===== src/rtl/four_bit_up_counter_ctrl_if.sv =====
// Control/status bundle for the programmable up counter.
// The master side drives the controls and the slave (the counter) drives the
// count and status flags.
interface four_bit_up_counter_ctrl_if #(
    parameter int WIDTH = 4
);
    logic             start;
    logic             en;
    logic             mode;
    logic [WIDTH-1:0] limit;
    logic             load;
    logic [WIDTH-1:0] load_val;
    logic [WIDTH-1:0] out;
    logic             tc;
    logic             busy;
    logic             done;

    modport master (
        output start, en, mode, limit, load, load_val,
        input  out, tc, busy, done
    );

    modport slave (
        input  start, en, mode, limit, load, load_val,
        output out, tc, busy, done
    );
endinterface


===== src/rtl/four_bit_up_counter_ctrl.sv =====
// Programmable up counter with start/one-shot control FSM.
// Counts 0..limit while enabled in RUN. At terminal count it either wraps
// to 0 (free-running) or freezes in HOLD (one-shot). start restarts from 0
// and latches the mode. load overrides the count, and in HOLD it returns the
// FSM to IDLE. Priority at a clock edge is start, then load, then count.
module four_bit_up_counter_ctrl #(
    parameter int WIDTH = 4
) (
    input logic                          clk,
    input logic                          rst,
    four_bit_up_counter_ctrl_if.slave    bus
);

    typedef enum logic [1:0] {
        IDLE = 2'd0,
        RUN  = 2'd1,
        HOLD = 2'd2
    } state_t;

    state_t           state_r;
    state_t           state_s;
    logic [WIDTH-1:0] out_r;
    logic [WIDTH-1:0] out_s;
    logic             mode_r;
    logic             mode_s;
    logic             tc_s;

    // Terminal count is only meaningful on an enabled RUN cycle. Because the
    // comparison is >=, a loaded value above limit also hits terminal count.
    always_comb begin
        tc_s = 1'b0;
        if ((state_r == RUN) && bus.en && (out_r >= bus.limit)) begin
            tc_s = 1'b1;
        end else begin
            tc_s = 1'b0;
        end
    end

    // Next-state and next-count logic with start > load > count priority.
    // The increment is only taken below the limit, so it never overflows.
    always_comb begin
        state_s = state_r;
        out_s   = out_r;
        mode_s  = mode_r;
        if (bus.start) begin
            state_s = RUN;
            out_s   = {WIDTH{1'b0}};
            mode_s  = bus.mode;
        end else if (bus.load) begin
            out_s = bus.load_val;
            if (state_r == HOLD) begin
                state_s = IDLE;
            end else begin
                state_s = state_r;
            end
        end else begin
            case (state_r)
                IDLE: begin
                    state_s = IDLE;
                end
                RUN: begin
                    if (!bus.en) begin
                        out_s = out_r;
                    end else if (!tc_s) begin
                        out_s = out_r + {{(WIDTH-1){1'b0}}, 1'b1};
                    end else if (mode_r) begin
                        state_s = HOLD;
                    end else begin
                        out_s = {WIDTH{1'b0}};
                    end
                end
                HOLD: begin
                    state_s = HOLD;
                end
                default: begin
                    state_s = IDLE;
                    out_s   = {WIDTH{1'b0}};
                end
            endcase
        end
    end

    // State, count and latched-mode registers; reset acts immediately.
    always_ff @(posedge clk or posedge rst) begin
        if (rst) begin
            state_r <= IDLE;
            out_r   <= {WIDTH{1'b0}};
            mode_r  <= 1'b0;
        end else begin
            state_r <= state_s;
            out_r   <= out_s;
            mode_r  <= mode_s;
        end
    end

    assign bus.out  = out_r;
    assign bus.tc   = tc_s;
    assign bus.busy = (state_r == RUN);
    assign bus.done = (state_r == HOLD);

endmodule


===== src/flat_wrapper.sv =====
// flat-port wrapper written by rule: the top's interface ports become plain ports
module four_bit_up_counter_ctrl_flat 
#(
    parameter int WIDTH = 4
)
  (clk, rst, bus_start, bus_en, bus_mode, bus_limit, bus_load, bus_load_val, bus_out, bus_tc, bus_busy, bus_done);
  four_bit_up_counter_ctrl_if #(.WIDTH(WIDTH)) bus_i ();
  input logic clk;
  input logic rst;
  input wire logic [$bits(bus_i.start)-1:0] bus_start;
  input wire logic [$bits(bus_i.en)-1:0] bus_en;
  input wire logic [$bits(bus_i.mode)-1:0] bus_mode;
  input wire logic [$bits(bus_i.limit)-1:0] bus_limit;
  input wire logic [$bits(bus_i.load)-1:0] bus_load;
  input wire logic [$bits(bus_i.load_val)-1:0] bus_load_val;
  output wire logic [$bits(bus_i.out)-1:0] bus_out;
  output wire logic [$bits(bus_i.tc)-1:0] bus_tc;
  output wire logic [$bits(bus_i.busy)-1:0] bus_busy;
  output wire logic [$bits(bus_i.done)-1:0] bus_done;
  assign bus_i.start = bus_start;
  assign bus_i.en = bus_en;
  assign bus_i.mode = bus_mode;
  assign bus_i.limit = bus_limit;
  assign bus_i.load = bus_load;
  assign bus_i.load_val = bus_load_val;
  assign bus_out = bus_i.out;
  assign bus_tc = bus_i.tc;
  assign bus_busy = bus_i.busy;
  assign bus_done = bus_i.done;
  four_bit_up_counter_ctrl #(.WIDTH(WIDTH)) u_core (.clk(clk), .rst(rst), .bus(bus_i));
endmodule

===== config.mk =====
export PLATFORM = sky130hd
export DESIGN_NAME = four_bit_up_counter_ctrl_flat
export DESIGN_NICKNAME = d
export VERILOG_FILES = /design/src/rtl/four_bit_up_counter_ctrl_if.sv /design/src/rtl/four_bit_up_counter_ctrl.sv /design/src/flat_wrapper.sv
export SDC_FILE = /design/constraint.sdc
export NUM_CORES = 1
export LEC_CHECK = 0
export ABC_AREA = 1
export BUFFER_PORTS_ARGS = -buffer_cell sky130_fd_sc_hd__clkbuf_2
export CAP_MARGIN = 30
export CORE_UTILIZATION = 47
export DETAILED_ROUTE_END_ITERATION = 6
export PLACE_DENSITY = 0.76
export SYNTH_ARGS = -nofsm -noshare
export SYNTH_HDL_FRONTEND = slang
export SYNTH_SLANG_ARGS = --single-unit

===== constraint.sdc =====
create_clock -name clk -period 1.7 [get_ports clk]
set_input_delay 0.085 -clock clk [delete_from_list [all_inputs] [get_ports clk]]
set_output_delay 0.085 -clock clk [all_outputs]
set_load 0.01 [all_outputs]

Word level (Yosys, flattened, before mapping):

Cells that the tools add are included.

* bits in registers: 7
* input port bits: 14
* output and inout port bits: 7
* logic and storage cells: 33

* add/subtract/negate cells: 1
* $lt $le $gt $ge: 1
* eq/ne operators: 8
* muxes and demuxes: 14
* reduce and logical (&&, ||, !) cells: 6

Operator list (count)
* 2-to-1 mux 4 bit: 5
* 2-to-1 mux 2 bit: 6
* != test 4 bit, second input constant: 2
* one-hot mux 4 bit (2 select lines): 1
* != test 5 bit, second input constant: 1
* adder 4 x 1 -> 4 bit, second input constant: 1
* >= comparator 4 bit: 1
* != test 4 x 3 -> 1 bit, second input constant: 1
* one-hot mux 2 bit (2 select lines): 1
* AND reduction 4 bit: 1
* != test 3 x 1 -> 1 bit, second input constant: 1
* != test 3 x 2 -> 1 bit, second input constant: 1
* AND reduction 3 bit: 1
* == test 2 x 1 -> 1 bit, second input constant: 1
* == test 2 bit, second input constant: 1
* logical AND 1 bit: 2
* zero test 2 bit: 1
* OR reduction 2 bit: 1
* 2-to-1 mux 1 bit: 1

Longest topological paths before layout:

Gate-level depths: netlist (run 1).

* word-level depth: 9
* mapped depth: 12
* depth with buffers taken out: 12

Worst setup path after synthesis (run 1):

No wires, ideal clock.

* path kind: reg-to-reg
* start: reg u_core.out_r[3] (netlist: u_core.bus.out[3])
* end: reg u_core.state_r[0]
* setup time: 0.118 ns
* arrival time: 1.399 ns
* data required time: 1.582 ns
* slack: 0.183 ns
* cell stages (with the launch flop): 11
* buffers on the path: 0
* cells stage by stage: dfrtp_1 > ha_1 > nand2_1 > inv_1 > nand2_1 > nand3_1 > nand2_1 > o21bai_1 > nand2_1 > nand2_1 > nand2_1

* longest elaborated chain between the ends: 5

RTL lines
* from (decl): RTL line four_bit_up_counter_ctrl.sv:22 `logic [WIDTH-1:0] out_r;`
* from (signal assigned): RTL line four_bit_up_counter_ctrl.sv:87 `out_r <= {WIDTH{1'b0}};`
* from (signal assigned): RTL line four_bit_up_counter_ctrl.sv:91 `out_r <= out_s;`
* >= comparator 4 bit: RTL line four_bit_up_counter_ctrl.sv:32 `if ((state_r == RUN) && bus.en && (out_r >= bus.limit)) begin`
* logical AND 1 bit: RTL line four_bit_up_counter_ctrl.sv:32
* 2-to-1 mux 1 bit: RTL line four_bit_up_counter_ctrl.sv:32
* != test 4 bit (no source line)
* AND reduction 4 bit (no source line)
* to (signal assigned): RTL line four_bit_up_counter_ctrl.sv:90 `state_r <= state_s;`
* to (decl): RTL line four_bit_up_counter_ctrl.sv:20 `state_t state_r;`

No other way between the ends.
A chain may end at the register's enable or synchronous reset.

Worst setup path after layout (run 1):

* start: reg u_core.out_r[1] (netlist: u_core.bus.out[1])
* end: out bus_tc

* longest elaborated chain between the ends: 3

RTL lines
* >= comparator 4 bit: RTL line four_bit_up_counter_ctrl.sv:32
* logical AND 1 bit: RTL line four_bit_up_counter_ctrl.sv:32
* 2-to-1 mux 1 bit: RTL line four_bit_up_counter_ctrl.sv:32
* to (decl): RTL line flat_wrapper.sv:17 `output wire logic [$bits(bus_i.tc)-1:0] bus_tc;`

No other way between the ends.

==> impl_metrics.json, run 1 <==
{
  "status": "finished, final reports clean",
  "drv_cap": 0,
  "fp-row-count": 12,
  "cts_max_level": 1,
  "grt_use_total": 0.247,
  "ys_seq_area_frac": 0.285,
  "antennaDiodeCount": 0,
  "vias_per_cell": 4.92,
  "syn_nets": 113,
  "n_fill_cell": 105,
  "clock-skew-final_ns": 0.00362,
  "r2r_start": "u_core.state_r[1]$_DFFE_PP0P_",
  "initial_core_util": 0.532,
  "final-hold-violation-count": 0,
  "grt_pass1_vias": 604,
  "synth_area_um2": 616,
  "worst_pin_slew_ns": 0.288,
  "worstSetupEndpointType": "primary output",
  "timing.rr.end": "u_core.state_r[0]$_DFFE_PP0P_",
  "cts_setup_buffers": 0,
  "ys_types": 16,
  "finalCritPeriodShare": 0.935,
  "clockBufferDepth": 2,
  "worst-path-max-fanout": 5,
  "p_leak_nw": 0.509,
  "setup_tns_ns": 0,
  "clk-insertion-delay-late_ns": 0.25,
  "path_cells": "ha_1, nand2_1, nand2_1, nand2_1, nand3_2, nand2_2, inv_1, clkbuf_2",
  "hold_path_class": "in -> reg",
  "setup_viol": 0,
  "synth.avg_cell_area_um2": 6.76,
  "yosysWarningCount": 0,
  "critPathBufInv": 2,
  "ir_drop_mv": 0.458,
  "numCtsBuffers": 3,
  "dpl_cell_area_um2": 756,
  "reg2reg_depth": 9,
  "fmax_mhz": 629,
  "die_w_um": 38.2,
  "path_clk_slew_ns": 0.06,
  "clockRootBuffer": "clkbuf_4",
  "mostFrequentLayoutCells": "35 x nand2_1, 20 x clkbuf_2, 15 x inv_1",
  "drc_errors": 0,
  "pin_count": 21,
  "vias": 654,
  "hpwlAfterDp_mm": 1.18,
  "die_h_um": 38.2,
  "setup.worst_path.start_class": "flop",
  "drv_slew": 0,
  "final_cell_area_um2": 817,
  "crit_path_max_incr_delay_ns": 0.39,
  "firstDrtPassIters": 6,
  "hold_path.startpoint": "bus_mode",
  "crit_slowest_cell": "dfrtp_1",
  "slew_headroom": 0.808,
  "cp.required_ns": 1.62,
  "antenna_left": 0,
  "fin_crit_ns": 1.59,
  "arrival_ns": 1.50,
  "p_per_area_mw_per_mm2": 664,
  "grt_pass1_wl_mm": 2.48,
  "wl_per_cell_um": 11.0,
  "min_to": "u_core.mode_r$_DFFE_PP0P_",
  "ys_ff_latch": 7,
  "globalplace.congestion": 0.872,
  "path_class": "reg -> out",
  "r2r_slack_ns": 0.16,
  "layout.nets": 142,
  "rsz0062_at_grt": "false",
  "antenna_found_initial": 0,
  "hold_depth": 3,
  "cp_common_cell": "nand2_1",
  "mostFrequentLayoutCell": "nand2_1",
  "totalWireLength_mm": 1.47,
  "io_buffers": 20,
  "dieArea_mm2": 0.00146,
  "drive_gt1_frac": 0.303,
  "syn_inst": 91,
  "overflow": 0,
  "area_growth_pct": 32.7,
  "core_area_mm2": 0.00116,
  "drt_iter0_markers": 6,
  "clock-sinks": 7,
  "grt_start_max_net_pins": 8,
  "cts_tree": "yes",
  "cpLargestDelayFamily": "flip-flops"
}
[cell families (layout without fill, tap and decap cells)]
logic type,after synthesis,in the layout,share of synthesized area
AND/OR/NAND/NOR,51,51,0.364
buffers and inverters,16,44,0.0975
adder cells (fa/ha/maj),8,8,0.163
AO/OA/AOI/OAI,8,8,0.0772
flip-flops,7,7,0.285
XOR/XNOR,1,1,0.0142
[Yosys cell counts (all sizes together)]
master  number  area (um^2)
o22a         1         10.0
xor2         1         8.76
o21ai        4         20.0
dfrtp        7          175
nand3        6         35.0
ha           8          100
nand2       37          146
nand4        2         12.5
inv         16         60.1
a21oi        2         10.0
nor2         6         30.0
o21bai       1         7.51
[per-layer routing]
metal	track usage	wire length [um]	vias to the layer above
met5	0	0	-
met4	0.107	11	0
met3	0.0174	44	2
met2	0.390	730	16
li1	-	-	339
met1	0.344	681	297
[registers in the layout, summed over array words and instances, names as in the netlist]
name            cells
u_core.state_r      2
u_core.bus.out      4
u_core.mode_r       1
[what timing repair did]
item	in CTS	in global routing
hold endpoints to repair	7	0
hold buffers	1	0
resized for setup	1	5
setup endpoints to repair	1	6
pin swaps	0	2
[metrics by stage]
stage               cells   util  worst slack, ns  total power [mW]  hold slack [ns]
CTS                   133  0.687          0.00203             0.536           0.0530
floorplan              91      -            0.183             0.310           -0.112
global placement      128  0.654            0.127             0.375           0.0145
detailed placement    128  0.654           0.0406             0.382           0.0166
global route          133  0.707           0.0117             0.587           0.0766
finish                133  0.707            0.111             0.542           0.0566
[report_power, final]
group | internal, mW | switching (mW) | leakage (nW) | total, mW
Combinational | 0.0830 | 0.112 | 0.406 | 0.195
Clock | 0.0896 | 0.0610 | 0.0150 | 0.151
Sequential | 0.183 | 0.0139 | 0.0885 | 0.196
[worst reg2reg max path, cell delays in order (launching register included)]
cell      delay [ns]
dfrtp_1         0.40
inv_1           0.08
ha_1            0.28
nand2_1         0.10
inv_1           0.11
nand2_2         0.09
o21bai_1        0.17
nand2_1         0.09
nand2_1         0.08
nand2_1         0.05
[final cells by class]
cell class	instances	area, um^2	area share
multi-input cells	68	404	0.495
flip-flops and latches	7	176	0.216
inverters	16	60.1	0.0735
clock buffers	4	26.3	0.0322
well taps	14	17.5	0.0214
repair buffers	24	133	0.162
[worst max path at each step]
| stage | cells past startpoint | slack [ns] | to | start |
|---|---|---|---|---|
| final | 8 | 0.11 | bus_tc | u_core.bus.out[1]$_DFFE_PP0P_ |
| after global routing | 7 | 0.01 | bus_tc | u_core.state_r[1]$_DFFE_PP0P_ |
| after CTS | 6 | 0.002 | bus_tc | u_core.bus.out[3]$_DFFE_PP0P_ |
| after detailed placement | 8 | 0.04 | u_core.bus.out[1]$_DFFE_PP0P_ | u_core.bus.out[3]$_DFFE_PP0P_ |
| after global placement | 8 | 0.13 | u_core.bus.out[1]$_DFFE_PP0P_ | u_core.bus.out[3]$_DFFE_PP0P_ |
| after floorplan | 10 | 0.18 | u_core.state_r[0]$_DFFE_PP0P_ | u_core.bus.out[3]$_DFFE_PP0P_ |
No activity file was read; power rests on OpenSTA's default activity.
==> run 2, diff against run 1 <==
--- a/config.mk
+++ b/config.mk
@@ -8,9 +8,9 @@
 export ABC_AREA = 1
 export BUFFER_PORTS_ARGS = -buffer_cell sky130_fd_sc_hd__clkbuf_2
 export CAP_MARGIN = 30
-export CORE_UTILIZATION = 47
+export CORE_UTILIZATION = 43
 export DETAILED_ROUTE_END_ITERATION = 6
-export PLACE_DENSITY = 0.76
+export PLACE_DENSITY = 0.73
 export SYNTH_ARGS = -nofsm -noshare
 export SYNTH_HDL_FRONTEND = slang
 export SYNTH_SLANG_ARGS = --single-unit
==> constraint.sdc (replaced) <==
create_clock -name clk -period 1.3 [get_ports clk]
set_input_delay 0.065 -clock clk [delete_from_list [all_inputs] [get_ports clk]]
set_output_delay 0.065 -clock clk [all_outputs]
set_load 0.01 [all_outputs]
==> run 2 against run 1 <==
  * The flow now finishes with violations (setup timing)
  * Critical endpoint unchanged
  * Clock power rose by 34%
  * Cell area rose by 22%
  * Highest routed layer unchanged
  * Wire length rose by 21%
  * Clock skew barely moved
  * First-iteration DRC count rose by 120%
  * Sequential power rose by 32%
  * Sequential cell count did not move
  * Largest cell class unchanged
  * Register-to-register slack got worse by 0.44 ns
  * Via count rose by 9.2%
  * Cell count rose by 12%
==> impl_metrics.json, run 2 (same netlist as run 1, synthesis figures left out) <==
{
  "setup_ws_ns": -0.301,
  "io_buffers": 20,
  "fin_crit_ns": 1.60,
  "p_per_area_mw_per_mm2": 825,
  "layout.cells.non_filler": 149,
  "overflow": 0,
  "crit_path_max_incr_delay_ns": 0.44,
  "grt_pass1_wl_mm": 2.67,
  "p_leak_nw": 0.587,
  "hold_path_class": "in -> reg",
  "path_cells": "ha_4, nand2_1, inv_1, nand2_2, nand3_2, nand2_4, buf_6, inv_2, buf_6",
  "antenna_found_initial": 0,
  "dp_cells": 138,
  "crit_slowest_cell": "dfrtp_2",
  "vias_per_cell": 4.79,
  "grt_use_total": 0.262,
  "area_growth_pct": 61.8,
  "worst_pin_slew_ns": 0.302,
  "seq_area_um2": 179,
  "fmax_mhz": 624,
  "slew_headroom": 0.798,
  "arrival_ns": 1.54,
  "dieArea_mm2": 0.00159,
  "drc_errors": 0,
  "violations": "setup timing",
  "die_h_um": 39.8,
  "clock-skew-final_ns": 0.00322,
  "postLayoutCoreUtil": 0.756,
  "totalWireLength_mm": 1.78,
  "critPathBufInv": 4,
  "clockBufferDepth": 2,
  "cpLargestDelayFamily": "flip-flops",
  "vias": 714,
  "grt_start_max_net_pins": 8,
  "cp_common_cell": "buf_6",
  "worstSetupEndpointType": "primary output",
  "wl_per_cell_um": 11.9,
  "cts_tree": "yes",
  "multiInputGateArea_um2": 453,
  "path_class": "reg -> out",
  "mostFrequentLayoutCell": "nand2_1",
  "pin_count": 21,
  "path_clk_slew_ns": 0.06,
  "fp-row-count": 13,
  "ir_drop_mv": 0.520,
  "hpwlAfterDp_mm": 1.27,
  "cts_max_level": 1,
  "clk-insertion-delay-late_ns": 0.25,
  "antenna_left": 0,
  "clock-sinks": 7,
  "cp.required_ns": 1.24,
  "drv_slew": 0,
  "numCtsBuffers": 3,
  "grt_pass1_vias": 610,
  "antennaDiodeCount": 0,
  "globalplace.congestion": 0.869,
  "status": "finished, violations left",
  "die_w_um": 39.8,
  "largest_register_ffs": 4,
  "rsz0062_at_grt": "true",
  "clockRootBuffer": "clkbuf_4",
  "core_area_mm2": 0.00132,
  "initial_core_util": 0.467,
  "n_fill_cell": 99,
  "setup.worst_path.start_class": "flop",
  "firstDrtPassIters": 4,
  "mostFrequentLayoutCells": "34 x nand2_1, 19 x clkbuf_2, 16 x buf_4",
  "worst-path-max-fanout": 4,
  "drv_cap": 0,
  "drt_iter0_markers": 13,
  "drive_gt1_frac": 0.448,
  "layout.nets": 157,
  "setup_viol": 7,
  "final-hold-violation-count": 0,
  "finalCritPeriodShare": 1.23
}
==> run 2: timing repair <==
action / 4_1_cts / 5_1_grt
gates resized for setup: 6 / 8
hold buffers: 1 / 0
hold endpoints to repair: 7 / 0
pin swaps: 5 / 5
setup buffers: 4 / 2
endpoints found under the setup margin: 7 / 9
==> run 2: stage by stage <==
stage	instance area [um^2]	setup TNS (ns)	hold slack (ns)	worst slack, ns	total power [mW]
CTS	952	-1.54	0.0482	-0.293	0.795
finish	996	-1.76	0.0513	-0.301	0.822
floorplan	639	-0.686	-0.132	-0.167	0.417
global placement	848	-0.905	-0.00437	-0.178	0.540
global route	996	-2.30	0.0825	-0.371	0.873
detailed placement	848	-1.27	0.000860	-0.241	0.548
==> run 2: tightest hold or removal path, stage by stage <==
cell and delay, ns:
clkbuf_2 0.07, nand2_1 0.05, o21ai_0 0.07
==> run 2: layer usage <==
| layer | share of wire | up-vias | GRT usage |
|---|---|---|---|
| met5 | 0 | - | 0 |
| met4 | 0.0068 | 0 | 0.103 |
| met3 | 0.019 | 2 | 0.0170 |
| met2 | 0.52 | 11 | 0.467 |
| met1 | 0.45 | 327 | 0.322 |
| li1 | - | 374 | - |
==> run 2: final timing paths <==
check	slack, ns	startpoint	depth (start not counted)	to
max	-0.30	u_core.bus.out[2]$_DFFE_PP0P_	9	bus_tc
min	0.05	bus_mode	3	u_core.mode_r$_DFFE_PP0P_
max reg2reg	-0.28	u_core.bus.out[2]$_DFFE_PP0P_	11	u_core.bus.out[2]$_DFFE_PP0P_
min reg2reg	0.60	u_core.state_r[1]$_DFFE_PP0P_	3	u_core.state_r[1]$_DFFE_PP0P_
max in group asynchronous	0.77	rst	3	u_core.bus.out[3]$_DFFE_PP0P_
min in group asynchronous	0.28	rst	3	u_core.bus.out[1]$_DFFE_PP0P_
==> run 2: final cells by class <==
type / count / area share
Multi-Input combinational cell: 68 / 0.455
Tap cell: 15 / 0.0188
Inverter: 16 / 0.0603
Timing Repair Buffer: 39 / 0.260
Clock buffer: 4 / 0.0264
Sequential cell: 7 / 0.180
==> run 2: where the power goes <==
| group | switching (mW) | internal, mW | total (mW) |
|---|---|---|---|
| clock | 0.0858 | 0.118 | 0.203 |
| combinational | 0.181 | 0.179 | 0.360 |
| sequential | 0.0194 | 0.240 | 0.259 |
| total | 0.286 | 0.536 | 0.822 |
==> run 3, diff against run 2 <==
--- a/config.mk
+++ b/config.mk
@@ -10,7 +10,7 @@
 export CAP_MARGIN = 30
 export CORE_UTILIZATION = 43
 export DETAILED_ROUTE_END_ITERATION = 6
-export PLACE_DENSITY = 0.73
+export PLACE_DENSITY = 0.75
 export SYNTH_ARGS = -nofsm -noshare
 export SYNTH_HDL_FRONTEND = slang
 export SYNTH_SLANG_ARGS = --single-unit
==> run 3 against run 2 <==
  * The run still ends with setup timing left
  * Setup slack lost 0.027 ns
  * Sequential cell count stayed put
  * Via count rose by 3.4%
  * Wire length rose by 3.4%
  * Power is 0.47% higher
  * Core utilization decreased by 1.5 points
  * Cell area decreased by 2.0%
  * Clock power increased by 3%
  * Combinational power hardly changed
  * Critical path depth is the same
  * Largest cell class unchanged
  * Highest routed layer unchanged
==> impl_metrics.json, run 3 (same netlist as run 1, synthesis figures left out) <==
{
  "rsz0062_at_grt": "true",
  "dp_cells": 138,
  "crit_path_max_incr_delay_ns": 0.42,
  "pin_count": 21,
  "violations": "setup timing",
  "hpwlAfterDp_mm": 1.27,
  "initial_core_util": 0.467,
  "p_per_area_mw_per_mm2": 846,
  "hold_path_class": "in -> reg",
  "dpl_cell_area_um2": 848,
  "drive_gt1_frac": 0.458,
  "arrival_ns": 1.56,
  "fmax_mhz": 614,
  "drt_iter0_markers": 20,
  "totalWireLength_mm": 1.84,
  "clockRootBuffer": "clkbuf_4",
  "final_cell_area_um2": 976,
  "vias_per_cell": 5.05,
  "r2r_slack_ns": -0.31,
  "setup.worst_path.start_class": "flop",
  "grt_pass1_wl_mm": 2.59,
  "antennaDiodeCount": 0,
  "whs_ns": 0.0385,
  "final-hold-violation-count": 0,
  "area_growth_pct": 58.5,
  "ir_drop_mv": 0.480,
  "cts_tree": "yes",
  "clockBufferDepth": 2,
  "firstDrtPassIters": 4,
  "die_h_um": 39.8,
  "grt_pass1_vias": 669,
  "clock-sinks": 7,
  "layout.cells.non_filler": 146,
  "path_class": "reg -> out",
  "setup_viol": 7,
  "antenna_left": 0,
  "drv_cap": 0,
  "cp_common_cell": "nand2_2",
  "die_w_um": 39.8,
  "cts_max_level": 1,
  "wl_per_cell_um": 12.6,
  "clk-insertion-delay-late_ns": 0.26,
  "core_area_mm2": 0.00132,
  "cp.required_ns": 1.24,
  "globalplace.congestion": 0.869,
  "drv_slew": 0,
  "worst-path-max-fanout": 2,
  "grt_start_max_net_pins": 8,
  "dieArea_mm2": 0.00159,
  "crit_slowest_cell": "dfrtp_1",
  "fp-row-count": 13,
  "slew_headroom": 0.800,
  "p_leak_nw": 0.566,
  "layout.nets": 154,
  "status": "finished, violations left",
  "worst_pin_slew_ns": 0.300,
  "mostFrequentLayoutCell": "nand2_1",
  "power.total_mw": 0.826,
  "path_clk_slew_ns": 0.06,
  "io_buffers": 20,
  "path_cells": "ha_4, nand2_2, nand2_2, nand2_2, nand3_2, nand2_2, buf_6, inv_2, buf_6",
  "largest_register_ffs": 4,
  "vias": 738,
  "grt_use_total": 0.254,
  "fin_crit_ns": 1.63,
  "setup_ws_ns": -0.329,
  "worstSetupEndpointType": "primary output",
  "finalCritPeriodShare": 1.25,
  "numCtsBuffers": 3,
  "postLayoutCoreUtil": 0.741,
  "overflow": 0,
  "drc_errors": 0,
  "clock-skew-final_ns": 0.00787,
  "mostFrequentLayoutCells": "31 x nand2_1, 18 x clkbuf_2, 14 x inv_1",
  "antenna_found_initial": 0
}
run 3: cell types whose count changed in the layout (fill, tap and decap cells not counted), sizes merged:
cell	delta
buf	-2
clkbuf	-1
run 3: path summary, 6_finish.rpt:
path,from,end,depth (start not counted)
max,u_core.bus.out[1]$_DFFE_PP0P_,bus_tc,9
min,bus_mode,u_core.mode_r$_DFFE_PP0P_,3
max reg2reg,u_core.bus.out[1]$_DFFE_PP0P_,u_core.state_r[1]$_DFFE_PP0P_,11
min reg2reg,u_core.state_r[1]$_DFFE_PP0P_,u_core.state_r[1]$_DFFE_PP0P_,3
max in group asynchronous,rst,u_core.bus.out[3]$_DFFE_PP0P_,3
min in group asynchronous,rst,u_core.bus.out[1]$_DFFE_PP0P_,3
run 3: cell type report:
type | count | area, um^2
Multi-Input combinational cell | 68 | 455
Timing Repair Buffer | 36 | 236
Clock buffer | 4 | 26.3
Sequential cell | 7 | 179
Fill cell | 101 | 342
Inverter | 16 | 60.1
Tap cell | 15 | 18.8
run 3: critical path, delay by kind of cell (launching register included):
| kind | cells | cell delay (ns) |
|---|---|---|
| buf+inv | 3 | 0.21 |
| fa+ha+maj | 1 | 0.26 |
| simple gates | 5 | 0.39 |
| flops | 1 | 0.42 |
run 3: report_power, final:
| part | total (mW) | leakage (nW) | switching (mW) | internal [mW] |
|---|---|---|---|---|
| clock network | 0.209 | 0.0150 | 0.0913 | 0.118 |
| logic | 0.358 | 0.465 | 0.185 | 0.173 |
| registers | 0.258 | 0.0856 | 0.0187 | 0.240 |
run 3: stage by stage:
stage	setup TNS, ns	worst slack [ns]
floorplan	-0.686	-0.167
detailed placement	-1.22	-0.228
CTS	-1.83	-0.310
global route	-2.53	-0.371
finish	-2.09	-0.329
global placement	-0.895	-0.177
run 3: timing repair:
action                                  4_1_cts  5_1_grt
pin swaps                                    11       11
endpoints found under the setup margin        7        9
setup buffers                                 2        1
hold buffers                                  1        0
endpoints found under the hold margin         7        0
resized for setup                             4       12
run 3: layer usage:
layer  routed length (um)  part of all wire  global-route usage
met5                    0                 0                   0
met4                   20             0.011               0.129
met3                   66             0.036              0.0170
met2                  944              0.51               0.463
met1                  804              0.44               0.289
